`config.mk`:
```
export PLATFORM = sky130hd
export DESIGN_NAME = mult_job_controller_flat
export DESIGN_NICKNAME = d
export VERILOG_FILES = /design/src/rtl/mult_job_if.sv /design/src/rtl/mult_job_controller.sv /design/src/flat_wrapper.sv
export SDC_FILE = /design/constraint.sdc
export NUM_CORES = 1
export LEC_CHECK = 0
export CAP_MARGIN = 5
export CORE_ASPECT_RATIO = 0.9
export CORE_MARGIN = 10
export CORE_UTILIZATION = 53
export DETAILED_ROUTE_END_ITERATION = 10
export GPL_TIMING_DRIVEN = 1
export HOLD_SLACK_MARGIN = 0.12
export PLACE_DENSITY = 0.81
export SLEW_MARGIN = 40
export SYNTH_ARGS = -nofsm -noshare
export SYNTH_HDL_FRONTEND = slang
export SYNTH_SLANG_ARGS = --single-unit
```
`constraint.sdc`:
```
create_clock -name clk -period 3 [get_ports clk]
set_clock_uncertainty 0.05 [all_clocks]
set_input_delay 0.3 -clock clk [delete_from_list [all_inputs] [get_ports clk]]
set_output_delay 0.3 -clock clk [all_outputs]
set_load 0.05 [all_outputs]
```
`src/rtl/mult_job_if.sv`:
```
// mult_job_if: signal bundle around mult_job_controller.
//   in_*   : operand-pair producer (valid/ready)
//   mul_*  : connection to the 8x8 shift-add multiplier
//   out_*  : product consumer (valid/ready)
//   busy, err : status
// The master modport is the controller; the slave modport is its surroundings.
interface mult_job_if;
    logic        in_valid;
    logic        in_ready;
    logic [7:0]  in_multiplicand;
    logic [7:0]  in_multiplier;

    logic        mul_rst;
    logic [7:0]  mul_multiplicand;
    logic [7:0]  mul_multiplier;
    logic [15:0] mul_result;
    logic        mul_end_op;

    logic        out_valid;
    logic        out_ready;
    logic [15:0] out_result;

    logic        busy;
    logic        err;

    modport master (
        input  in_valid, in_multiplicand, in_multiplier,
        input  mul_result, mul_end_op, out_ready,
        output in_ready, mul_rst, mul_multiplicand, mul_multiplier,
        output out_valid, out_result, busy, err
    );

    modport slave (
        output in_valid, in_multiplicand, in_multiplier,
        output mul_result, mul_end_op, out_ready,
        input  in_ready, mul_rst, mul_multiplicand, mul_multiplier,
        input  out_valid, out_result, busy, err
    );
endinterface

```
`src/rtl/mult_job_controller.sv`:
```
// mult_job_controller: queues operand pairs, runs them one at a time through
// the shift-add multiplier and hands the 16-bit products to a consumer.
// Ports:
//   clk  - rising-edge clock
//   rst  - asynchronous active-high reset
//   bus  - mult_job_if.master (producer, multiplier and consumer signals)
// Parameters:
//   DEPTH   - operand FIFO entries (power of two, >= 2)
//   TIMEOUT - RUN cycles allowed before a job is abandoned (>= 11)
module mult_job_controller #(
    parameter int DEPTH   = 4,
    parameter int TIMEOUT = 15
) (
    input  logic       clk,
    input  logic       rst,
    mult_job_if.master bus
);
    localparam int AW = $clog2(DEPTH);
    localparam int CW = $clog2(DEPTH + 1);
    localparam int WW = $clog2(TIMEOUT + 1);

    typedef enum logic [1:0] {IDLE, RUN, HOLD} state_t;
    state_t state;

    logic [7:0]    mem_b [DEPTH];
    logic [7:0]    mem_q [DEPTH];
    logic [AW-1:0] wr_ptr;
    logic [AW-1:0] rd_ptr;
    logic [CW-1:0] count;
    logic [WW-1:0] wd;
    logic [WW-1:0] wd_next;
    logic          full;
    logic          empty;
    logic          push;
    logic          pop;

    assign full    = (count == CW'(DEPTH));
    assign empty   = (count == '0);
    assign push    = bus.in_valid && !full;
    // Pop is decided from the registered count, so a pair written this edge
    // can never be popped on the same edge.
    assign pop     = !empty && ((state == IDLE) || ((state == HOLD) && bus.out_ready));
    assign wd_next = wd + WW'(1);

    assign bus.in_ready = !full;
    assign bus.busy     = (state != IDLE) || !empty;

    // Storage needs no reset: validity is tracked by count.
    always_ff @(posedge clk) begin
        if (push) begin
            mem_b[wr_ptr] <= bus.in_multiplicand;
            mem_q[wr_ptr] <= bus.in_multiplier;
        end
    end

    always_ff @(posedge clk or posedge rst) begin
        if (rst) begin
            wr_ptr <= '0;
            rd_ptr <= '0;
            count  <= '0;
        end else begin
            if (push) wr_ptr <= wr_ptr + AW'(1);
            if (pop)  rd_ptr <= rd_ptr + AW'(1);
            case ({push, pop})
                2'b10:   count <= count + CW'(1);
                2'b01:   count <= count - CW'(1);
                default: ;
            endcase
        end
    end

    // mul_rst is held high everywhere except RUN, so the multiplier always
    // sees at least one reset edge between jobs and a stale end_op from the
    // previous job cannot be mistaken for completion.
    always_ff @(posedge clk or posedge rst) begin
        if (rst) begin
            state                <= IDLE;
            wd                   <= '0;
            bus.mul_rst          <= 1'b1;
            bus.mul_multiplicand <= '0;
            bus.mul_multiplier   <= '0;
            bus.out_valid        <= 1'b0;
            bus.out_result       <= '0;
            bus.err              <= 1'b0;
        end else begin
            case (state)
                IDLE: begin
                    if (pop) begin
                        bus.mul_multiplicand <= mem_b[rd_ptr];
                        bus.mul_multiplier   <= mem_q[rd_ptr];
                        bus.mul_rst          <= 1'b0;
                        wd                   <= '0;
                        state                <= RUN;
                    end
                end
                RUN: begin
                    wd <= wd_next;
                    if (bus.mul_end_op) begin
                        bus.out_result <= bus.mul_result;
                        bus.out_valid  <= 1'b1;
                        bus.mul_rst    <= 1'b1;
                        state          <= HOLD;
                    end else if (wd_next == WW'(TIMEOUT)) begin
                        // Abandon the job silently; err stays set until rst.
                        bus.err     <= 1'b1;
                        bus.mul_rst <= 1'b1;
                        state       <= IDLE;
                    end
                end
                HOLD: begin
                    if (bus.out_ready) begin
                        bus.out_valid <= 1'b0;
                        if (pop) begin
                            bus.mul_multiplicand <= mem_b[rd_ptr];
                            bus.mul_multiplier   <= mem_q[rd_ptr];
                            bus.mul_rst          <= 1'b0;
                            wd                   <= '0;
                            state                <= RUN;
                        end else begin
                            state <= IDLE;
                        end
                    end
                end
                default: state <= IDLE;
            endcase
        end
    end
endmodule

```
`src/flat_wrapper.sv`:
```
// flat-port wrapper written by rule: the top's interface ports become plain ports
module mult_job_controller_flat 
#(
    parameter int DEPTH   = 4,
    parameter int TIMEOUT = 15
)
  (clk, rst, bus_in_valid, bus_in_multiplicand, bus_in_multiplier, bus_mul_result, bus_mul_end_op, bus_out_ready, bus_in_ready, bus_mul_rst, bus_mul_multiplicand, bus_mul_multiplier, bus_out_valid, bus_out_result, bus_busy, bus_err);
  mult_job_if bus_i ();
  input  logic clk;
  input  logic rst;
  input wire logic [$bits(bus_i.in_valid)-1:0] bus_in_valid;
  input wire logic [$bits(bus_i.in_multiplicand)-1:0] bus_in_multiplicand;
  input wire logic [$bits(bus_i.in_multiplier)-1:0] bus_in_multiplier;
  input wire logic [$bits(bus_i.mul_result)-1:0] bus_mul_result;
  input wire logic [$bits(bus_i.mul_end_op)-1:0] bus_mul_end_op;
  input wire logic [$bits(bus_i.out_ready)-1:0] bus_out_ready;
  output wire logic [$bits(bus_i.in_ready)-1:0] bus_in_ready;
  output wire logic [$bits(bus_i.mul_rst)-1:0] bus_mul_rst;
  output wire logic [$bits(bus_i.mul_multiplicand)-1:0] bus_mul_multiplicand;
  output wire logic [$bits(bus_i.mul_multiplier)-1:0] bus_mul_multiplier;
  output wire logic [$bits(bus_i.out_valid)-1:0] bus_out_valid;
  output wire logic [$bits(bus_i.out_result)-1:0] bus_out_result;
  output wire logic [$bits(bus_i.busy)-1:0] bus_busy;
  output wire logic [$bits(bus_i.err)-1:0] bus_err;
  assign bus_i.in_valid = bus_in_valid;
  assign bus_i.in_multiplicand = bus_in_multiplicand;
  assign bus_i.in_multiplier = bus_in_multiplier;
  assign bus_i.mul_result = bus_mul_result;
  assign bus_i.mul_end_op = bus_mul_end_op;
  assign bus_i.out_ready = bus_out_ready;
  assign bus_in_ready = bus_i.in_ready;
  assign bus_mul_rst = bus_i.mul_rst;
  assign bus_mul_multiplicand = bus_i.mul_multiplicand;
  assign bus_mul_multiplier = bus_i.mul_multiplier;
  assign bus_out_valid = bus_i.out_valid;
  assign bus_out_result = bus_i.out_result;
  assign bus_busy = bus_i.busy;
  assign bus_err = bus_i.err;
  mult_job_controller #(.DEPTH(DEPTH), .TIMEOUT(TIMEOUT)) u_core (.clk(clk), .rst(rst), .bus(bus_i));
endmodule
```
# After elaboration in Yosys (flattened, before gate mapping)

Memory sizes are Yosys's and may differ from the RTL's.
Cells that the tools add are included.

Word-level logic and storage cells: 76
Output and inout bits: 37
Register bits: 48
Memory bits (writable): 64
Memories kept: 2
Bits of input ports: 37

Mux-type cells: 26
Add/sub/neg operators: 5
Bitwise operators: 1
Reduce and logical (&&, ||, !) cells: 21
Eq/ne operators: 10

Memory list:

| memory       | depth | width | read ports | clocked after memory_dff | wr ports | line                      | source |
|---|---|---|---|---|---|---|---|
| u_core.mem_b | 4     | 8     | 1          | 0                        | 1        | mult_job_controller.sv:25 | `logic [7:0] mem_b [DEPTH];` |
| u_core.mem_q | 4     | 8     | 1          | 0                        | 1        | mult_job_controller.sv:26 | `logic [7:0] mem_q [DEPTH];` |

Operators by type and width:

| cell                | number |
|---|---|
| $mux 8              | 4 |
| $pmux 8 s2          | 2 |
| $pmux 4 s3          | 1 |
| $reduce_and 3->1    | 4 |
| $mux 1              | 9 |
| $mux 2              | 4 |
| $mux 4              | 2 |
| $reduce_bool 2->1   | 4 |
| $pmux 2 s3          | 1 |
| $pmux 3 s2          | 1 |
| $reduce_and 2->1    | 3 |
| $add 2x1->2 const B | 2 |
| $add 4x1->4 const B | 1 |
| $eq 2x1->1 const B  | 2 |
| $eq 2x2->1 const B  | 2 |
| $eq 4x4->1 const B  | 1 |
| $ne 2x2->1 const B  | 2 |
| $add 3x1->3 const B | 1 |
| $eq 3x3->1 const B  | 1 |
| $logic_and 1x1->1   | 3 |
| $logic_not 3->1     | 1 |
| $ne 3x2->1 const B  | 1 |
| $pmux 1 s3          | 1 |
| $reduce_bool 3->1   | 1 |
| other kinds (7)     | 9 |

# Logic depth before layout (Yosys ltp)

Gate-level depths: netlist of run 1.

Word-level depth: 7
Mapped depth: 9
Depth with buffers taken out: 9

# Worst setup path after synthesis of run 1

Ideal clock, no wire load.

Kind: reg-to-reg
Start point: register u_core.count[0]
End point: register u_core.count[2]
Data arrival time: 2.248 ns
Data required time: 2.863 ns
Buffers on the path: 0
Library setup time: 0.087 ns
Slack: 0.615 ns
Period minus slack after synthesis: 2.385 ns
Stages on the path, launching flop included: 10
Cells stage by stage: dfrtp_1 > nor2_1 > nand2_1 > and2_4 > nor2_1 > fa_1 > or3_1 > a21oi_1 > o21ai_0 > o211ai_1

Cells in the longest elaborated chain, start to end: 5
Elaborated cells between the ends (all ways): 12
Classes of those cells: add/sub (2); eq/ne (3); mux (1); reduce/logical (6)

Ends and longest elaborated chain:

| what                                            | line                      | source |
|---|---|---|
| start: declaration                              | mult_job_controller.sv:29 | `logic [CW-1:0] count;` |
| start signal: assignment                        | mult_job_controller.sv:65 | `2'b10: count <= count + CW'(1);` |
| start signal: assignment                        | mult_job_controller.sv:66 | `2'b01: count <= count - CW'(1);` |
| $eq 3x3->1 (*)                                  | mult_job_controller.sv:37 | `assign full = (count == CW'(DEPTH));` |
| $logic_not 1->1 (*)                             | -                         |  |
| via bus_in_ready                                | flat_wrapper.sv:17        | `output wire logic [$bits(bus_i.in_ready)-1:0] bus_in_ready;` |
| $logic_and 1x1->1 (*)                           | mult_job_controller.sv:39 | `assign push = bus.in_valid && !full;` |
| $eq 2x1->1 or $eq 2x2->1 (tied branches)        | mult_job_controller.sv:64 | `case ({push, pop})` |
| $pmux 3 s2 or $reduce_bool 2->1 (tied branches) | -                         |  |

Mark *: on every way through the listed nets, which the timed path passes. The rest lies on a longest branch.
A chain may end at the register's enable or synchronous reset.

# Worst setup path in the final report of run 1

Start point: register u_core.count[0]
End point: register u_core.count[2]

Cells in the longest elaborated chain, start to end: 5
Elaborated cells between the ends (all ways): 12
Classes of those cells: add/sub (2); eq/ne (3); mux (1); reduce/logical (6)

Ends and longest elaborated chain:

| what                                            | line |
|---|---|
| $eq 3x3->1 or $logic_not 3->1 (tied branches)   | mult_job_controller.sv:37, mult_job_controller.sv:38 |
| $logic_not 1->1 (on tied branches)              | mult_job_controller.sv:39, mult_job_controller.sv:42 |
| $logic_and 1x1->1 (on tied branches)            | mult_job_controller.sv:39, mult_job_controller.sv:42 |
| $eq 2x1->1 or $eq 2x2->1 (tied branches)        | mult_job_controller.sv:64 |
| $pmux 3 s2 or $reduce_bool 2->1 (tied branches) | - |

Parallel ways exist; a longest one is shown, timed or not.

==> impl_metrics.toml, run 1 <==
[status]
outcome = "complete, no violations"

[yosys]
synth-edff-count = 64
ys_seq_area_share_pct = 69.3
ys_ff_latch = 112
ys_async_sr_fraction_pct = 42.9
synth.largest_area_cell = "edfxtp_1"
avgSynthCellArea_um2 = 15.5
synthCells = 291
synth_nets = 335
netlist_area_mm2 = 0.00451
synth_area_leaders = "edfxtp_1 43%, dfrtp_1 26%, mux4_2 8.0%"
synth_cell_types = 39
synth_top_area_share_pct = 42.6
ys.flop_type = "edfxtp_1"
yosysWarnings = 0

[setup_path]
cp_max_fo = 20
crit_path_top_delay_cell = "dfrtp_1"
worstPathRequired_ns = 3.23
critPathKind = "reg -> reg"
cp_cell_sequence = "nor3_2 -> or3_4 -> nor2_1 -> fa_1 -> or3_1 -> a21oi_1 -> o21ai_0 -> o211ai_1"
startpoint_type = "flop"
crit_arrival_ns = 2.80
worstRegToRegCells = 8
reg2reg_slack_ns = 0.44
slowest_delay_ns = 0.47
crit_path_end_kind = "flop"

[timing]
final_max_slew_viol_count = 0
tightest_slew_ns = 0.800
final.min_clock_period_ns = 2.56
maxSlewHeadroom_pct = 46.6
fmax_mhz = 390
rsz0062_at_grt = "no"
setup_viol = 0
fin_hold_ws_ns = 0.294
fin_setup_tns_ns = 0
fin_crit_sh_pct = 85.4
finalHoldViolCount = 0

[detailed_routing]
drc = 0
wirelength_mm = 8.58
vias = 2591
viasPerCell = 5.27
dr.pass1.iters = 4
drtIter0Drc = 121
wl_per_cell_um = 17.4
ant_nets = 0

[die]
die_h_um = 107
fp.coreArea_mm2 = 0.00818
boundaryPins = 74
dieArea_mm2 = 0.0126
die_w_um = 117
num_rows = 31
initial_core_util_pct = 55.1

[clock_tree]
clkTransAtPathRegs_ns = 0.11
htreeDepth = 3
clkSinkCount = 112
cts_resized = 0
cts_tree = "yes"
cts_setup_buffers = 0
clk_latency_ns = 0.37
cts_buffer_depth = 2
cts-root-buf = "clkbuf_8"
hold_buffers = 0
cts_buffers = 9

[global_routing]
grt_pass1_wl_mm = 13.8
grt_max_degree = 49
grt_overflow = 0
track_usage_pct = 14.2
antenna_found_initial = 0
grt_pass1_vias = 2683

[finish]
layout_commonest_cell = "clkdlybuf4s50_1"
diodes = 0
syn_to_final_growth_pct = 23.8
final_cell_mix = "73 x clkdlybuf4s50_1, 64 x edfxtp_1, 60 x nand2_1, 47 x dfrtp_1, 17 x mux2_2"
regArea_mm2 = 0.00312
nets = 416
nFillCells = 566
drive_gt1_share_pct = 17.5
multi_input_comb_area_mm2 = 0.00127

[power_and_ir_drop]
vdd_drop_max_mv = 0.632
power.density_mw_per_mm2 = 1110
leakage_nw = 2.16
finalPower_w = 0.00622

[min_path]
hold_path.class = "in -> async"

[placement]
io_buffer_count = 73
gp_congestion = 0.789
hpwl_mm = 5.89

[job]
maxCapViolCount = 0
-- flip-flops by register name (all words and copies together), names as in the netlist, 3 cells and up --
name and flops:
u_core.mem_b 32, u_core.bus.mul_multiplier 8, u_core.bus.mul_multiplicand 8, u_core.count 3
u_core.wd 4, u_core.bus.out_result 16, u_core.mem_q 32
-- metal layers --
layer,vias to the layer above,GRT usage [%],share of wire (%)
li1,1215,-,-
met1,1293,16.4,41
met2,81,24.3,51
met3,2,5.57,8.6
met4,0,2.91,0.24
met5,-,0,0
-- path summary, 6_finish.rpt --
path	start	end
worst max-delay path	u_core.count[0]	u_core.count[2]
worst min-delay path	rst	u_core.bus.mul_multiplicand[5]
worst max register to register	u_core.count[0]	u_core.count[2]
worst min register to register	u_core.bus.err	u_core.bus.err
max in group asynchronous	rst	u_core.count[1]
min in group clk	u_core.bus.err	u_core.bus.err
-- where the power goes --
part | internal [W] | total (W) | switching [W] | leakage (nW)
Clock | 0.000412 | 0.000949 | 0.000537 | 0.111
Sequential | 0.00214 | 0.00246 | 0.000313 | 1.17
Combinational | 0.00110 | 0.00281 | 0.00171 | 0.882
Total | 0.00366 | 0.00622 | 0.00256 | 2.16
-- critical path, delay by kind of cell, from the launching register on --
kind                     cells  cell delay (ns)
AND/OR/NAND/NOR              4             1.18
flip-flops                   1             0.47
adder cells (fa/ha/maj)      1             0.40
AO/OA/AOI/OAI                3             0.38
-- metrics by stage --
stage / area, um2 / std cells / util [%] / worst slack (ns)
5_1_grt: 5580 / 492 / 68.2 / 0.317
3_5_place_dp: 5360 / 476 / 65.5 / 0.332
2_1_floorplan: 4510 / 291 / - / 0.615
6_report: 5580 / 492 / 68.2 / 0.437
3_3_place_gp: 5360 / 476 / 65.5 / 0.430
4_1_cts: 5580 / 492 / 68.2 / 0.451
-- Yosys cell counts, drive strengths merged (5+ instances only) --
cell type  instances
edfxtp            64
buf                9
and3               5
dfrtp             47
mux2              17
inv                9
nand2             60
a21oi              6
o21ai             10
ha                 6
mux4              16
nor2               5
-- cell type report --
class / instances / share of cell area (%)
multi-input cells: 160 / 22.8
well taps: 115 / 2.58
inverters: 9 / 0.650
flip-flops and latches: 112 / 56.0
clock buffers: 9 / 2.22
clock inverters: 7 / 1.70
repair buffers: 80 / 14.0
-- cells by family (layout without fill, tap and decap cells) --
family / Yosys count / count (layout) / synth area share [%]
and+or+nand+nor: 89 / 89 / 9.27
muxes: 33 / 33 / 12.2
xor gates and xnor gates: 6 / 6 / 1.17
AOI/OAI and AO/OA: 25 / 25 / 3.47
adders and majority gates: 7 / 7 / 2.11
buffers and inverters: 19 / 105 / 2.42
DFF: 112 / 112 / 69.3
Power figures use the tool's default switching activity.
==> run 2: changes to the inputs <==
- CTS_CLUSTER_DIAMETER: default -> 30
- GPL_TIMING_DRIVEN: 1 -> default
==> results of run 2 <==
No change in the layout: final DEF, timing and power equal those of run 1.
==> run 3: changes to the inputs <==
- CTS_CLUSTER_SIZE: default -> 30
- RECOVER_POWER: default -> 100
==> run 3 against run 2 <==
- the flow now finishes with violations (capacitance limit, slew limit)
- combinational power down 4%
- routed wire length barely moved
- count of clock-buffer cells in the layout is the same
- power fell by 2.0%
- global-route usage is the same
- sequential cell count is the same
- cell count is the same
- fmax decreased by 0.18%
- die area is the same
- non-clock buffer count stayed put
- sequential share of layout area up 0.37 points
- register-to-register slack hardly changed
- highest routed layer unchanged
==> impl_metrics.toml, run 3 (synthesized netlist as in run 1, its figures left out) <==
[setup_path]
cp_max_fo = 20
crit_path_start = "u_core.count[0]"
reg2reg_slack_ns = 0.43
worstSetupEndpoint = "u_core.count[2]"
cp_cell_sequence = "nor3_2 -> or3_4 -> nor2_1 -> fa_1 -> or3_1 -> a21oi_1 -> o21ai_0 -> o211ai_1"
crit_path_end_kind = "flop"
crit_arrival_ns = 2.80
r2r-end = "u_core.count[2]"
rr_startpoint = "u_core.count[0]"
worstPathRequired_ns = 3.23
startpoint_type = "flop"
crit_path_top_delay_cell = "dfrtp_1"
slowest_delay_ns = 0.47
critPathKind = "reg -> reg"
worstRegToRegCells = 8

[power_and_ir_drop]
p_seq_share_pct = 40.2
p_switching_w = 0.00255
vdd_drop_max_mv = 0.610
clockPowerShare_pct = 15.6
power_frac_comb_pct = 44.2
swShare_pct = 41.8
finalPower_w = 0.00610
intPower_w = 0.00355
leakage_nw = 2.16
power.density_mw_per_mm2 = 1100

[die]
die_w_um = 117
initial_core_util_pct = 55.1
fp.coreArea_mm2 = 0.00818
die_h_um = 107
dieArea_mm2 = 0.0126
boundaryPins = 74
num_rows = 31

[global_routing]
grt_pass1_vias = 2683
antenna_found_initial = 0
grt_max_degree = 49
grt_pass1_wl_mm = 13.8
track_usage_pct = 14.2
grt_overflow = 0
use_met3_pct = 5.57
met2_usage_pct = 24.3
top_usage_layer = "met2"
grtUsageMet1_pct = 16.4

[status]
failed_checks = "capacitance limit, slew limit"
outcome = "finished with violations"

[finish]
nets = 416
final_cell_mix = "64 x edfxtp_1, 60 x nand2_1, 54 x dlygate4sd3_1, 47 x dfrtp_1, 19 x clkdlybuf4s50_1"
reg_top3 = "u_core.mem_b x32, u_core.mem_q x32, u_core.bus.out_result x16"
postLayoutCoreUtil_pct = 67.7
drive_gt1_share_pct = 15.1
layout_commonest_cell = "edfxtp_1"
diodes = 0
syn_to_final_growth_pct = 23.0
final_area_mm2 = 0.00554

[timing]
final.min_clock_period_ns = 2.57
setup_viol = 0
fmax_mhz = 390
final_max_slew_viol_count = 49
finalHoldViolCount = 0
rsz0062_at_grt = "no"
maxSlewHeadroom_pct = -20.9
tightest_slew_ns = 1.81
fin_setup_tns_ns = 0
fin_crit_sh_pct = 85.6

[clock_tree]
cts_buffers = 9
cts_setup_buffers = 0
clk_latency_ns = 0.37
cts-root-buf = "clkbuf_8"
cts_tree = "yes"
cts_resized = 0
clkTransAtPathRegs_ns = 0.11
hold_buffers = 0
clkSinkCount = 112
htreeDepth = 3
cts_buffer_depth = 2

[detailed_routing]
drc = 0
wirelength_mm = 8.58
wl_per_cell_um = 17.4
ant_nets = 0
viasPerCell = 5.28
vias = 2597
drtIter0Drc = 117
dr.pass1.iters = 4

[placement]
gp_congestion = 0.789
place_area_mm2 = 0.00536
hpwl_mm = 5.89
io_buffer_count = 73

[min_path]
hold_path.class = "reg -> reg"
hold_start = "u_core.bus.err"

[job]
maxCapViolCount = 1
run 3: critical path, delay by kind of cell (launching register included):
family	cells	cell delay, ns
simple gates	4	1.18
flops	1	0.47
compound gates	3	0.38
fa+ha+maj	1	0.40
run 3: layer usage:
layer  wire, um  up-vias
li1           -     1220
met1       3540     1292
met2       4310       83
met3        707        2
met4         21        0
met5          0        -
run 3: worst min path at each step:
stage,to,slack (ns),cells past startpoint
5_1_grt,u_core.bus.err,0.46,1
4_1_cts,u_core.bus.mul_multiplicand[5],0.31,2
2_1_floorplan,u_core.mem_b[0][0],0.35,0
3_3_place_gp,u_core.bus.err,0.41,1
3_5_place_dp,u_core.bus.err,0.42,1
6_report,u_core.bus.err,0.43,1
run 3: layout make-up:
type,count,area (um2)
sequential,112,3120
fill,574,2640
multi-input combinational,160,1260
timing repair buffer,80,764
tap,115,144
clock buffer,9,124
clock inverter,7,95.1
inverter,9,33.8
run 3: power by group through the flow:
stage / clock, W / sequential [W] / combinational [W]
global route: 0.00105 / 0.00251 / 0.00291
CTS: 0.000978 / 0.00246 / 0.00286
detailed placement: 0 / 0.00249 / 0.00286
finish: 0.000950 / 0.00245 / 0.00270
floorplan: 0 / 0.00319 / 0.00128
global placement: 0 / 0.00247 / 0.00278
run 3: metrics by stage:
| stage | setup slack (ns) | hold slack (ns) | cells |
|---|---|---|---|
| 2_1_floorplan | 0.615 | 0.349 | 291 |
| 4_1_cts | 0.451 | 0.310 | 492 |
| 6_report | 0.433 | 0.428 | 492 |
| 5_1_grt | 0.317 | 0.464 | 492 |
| 3_5_place_dp | 0.332 | 0.418 | 476 |
| 3_3_place_gp | 0.430 | 0.406 | 476 |
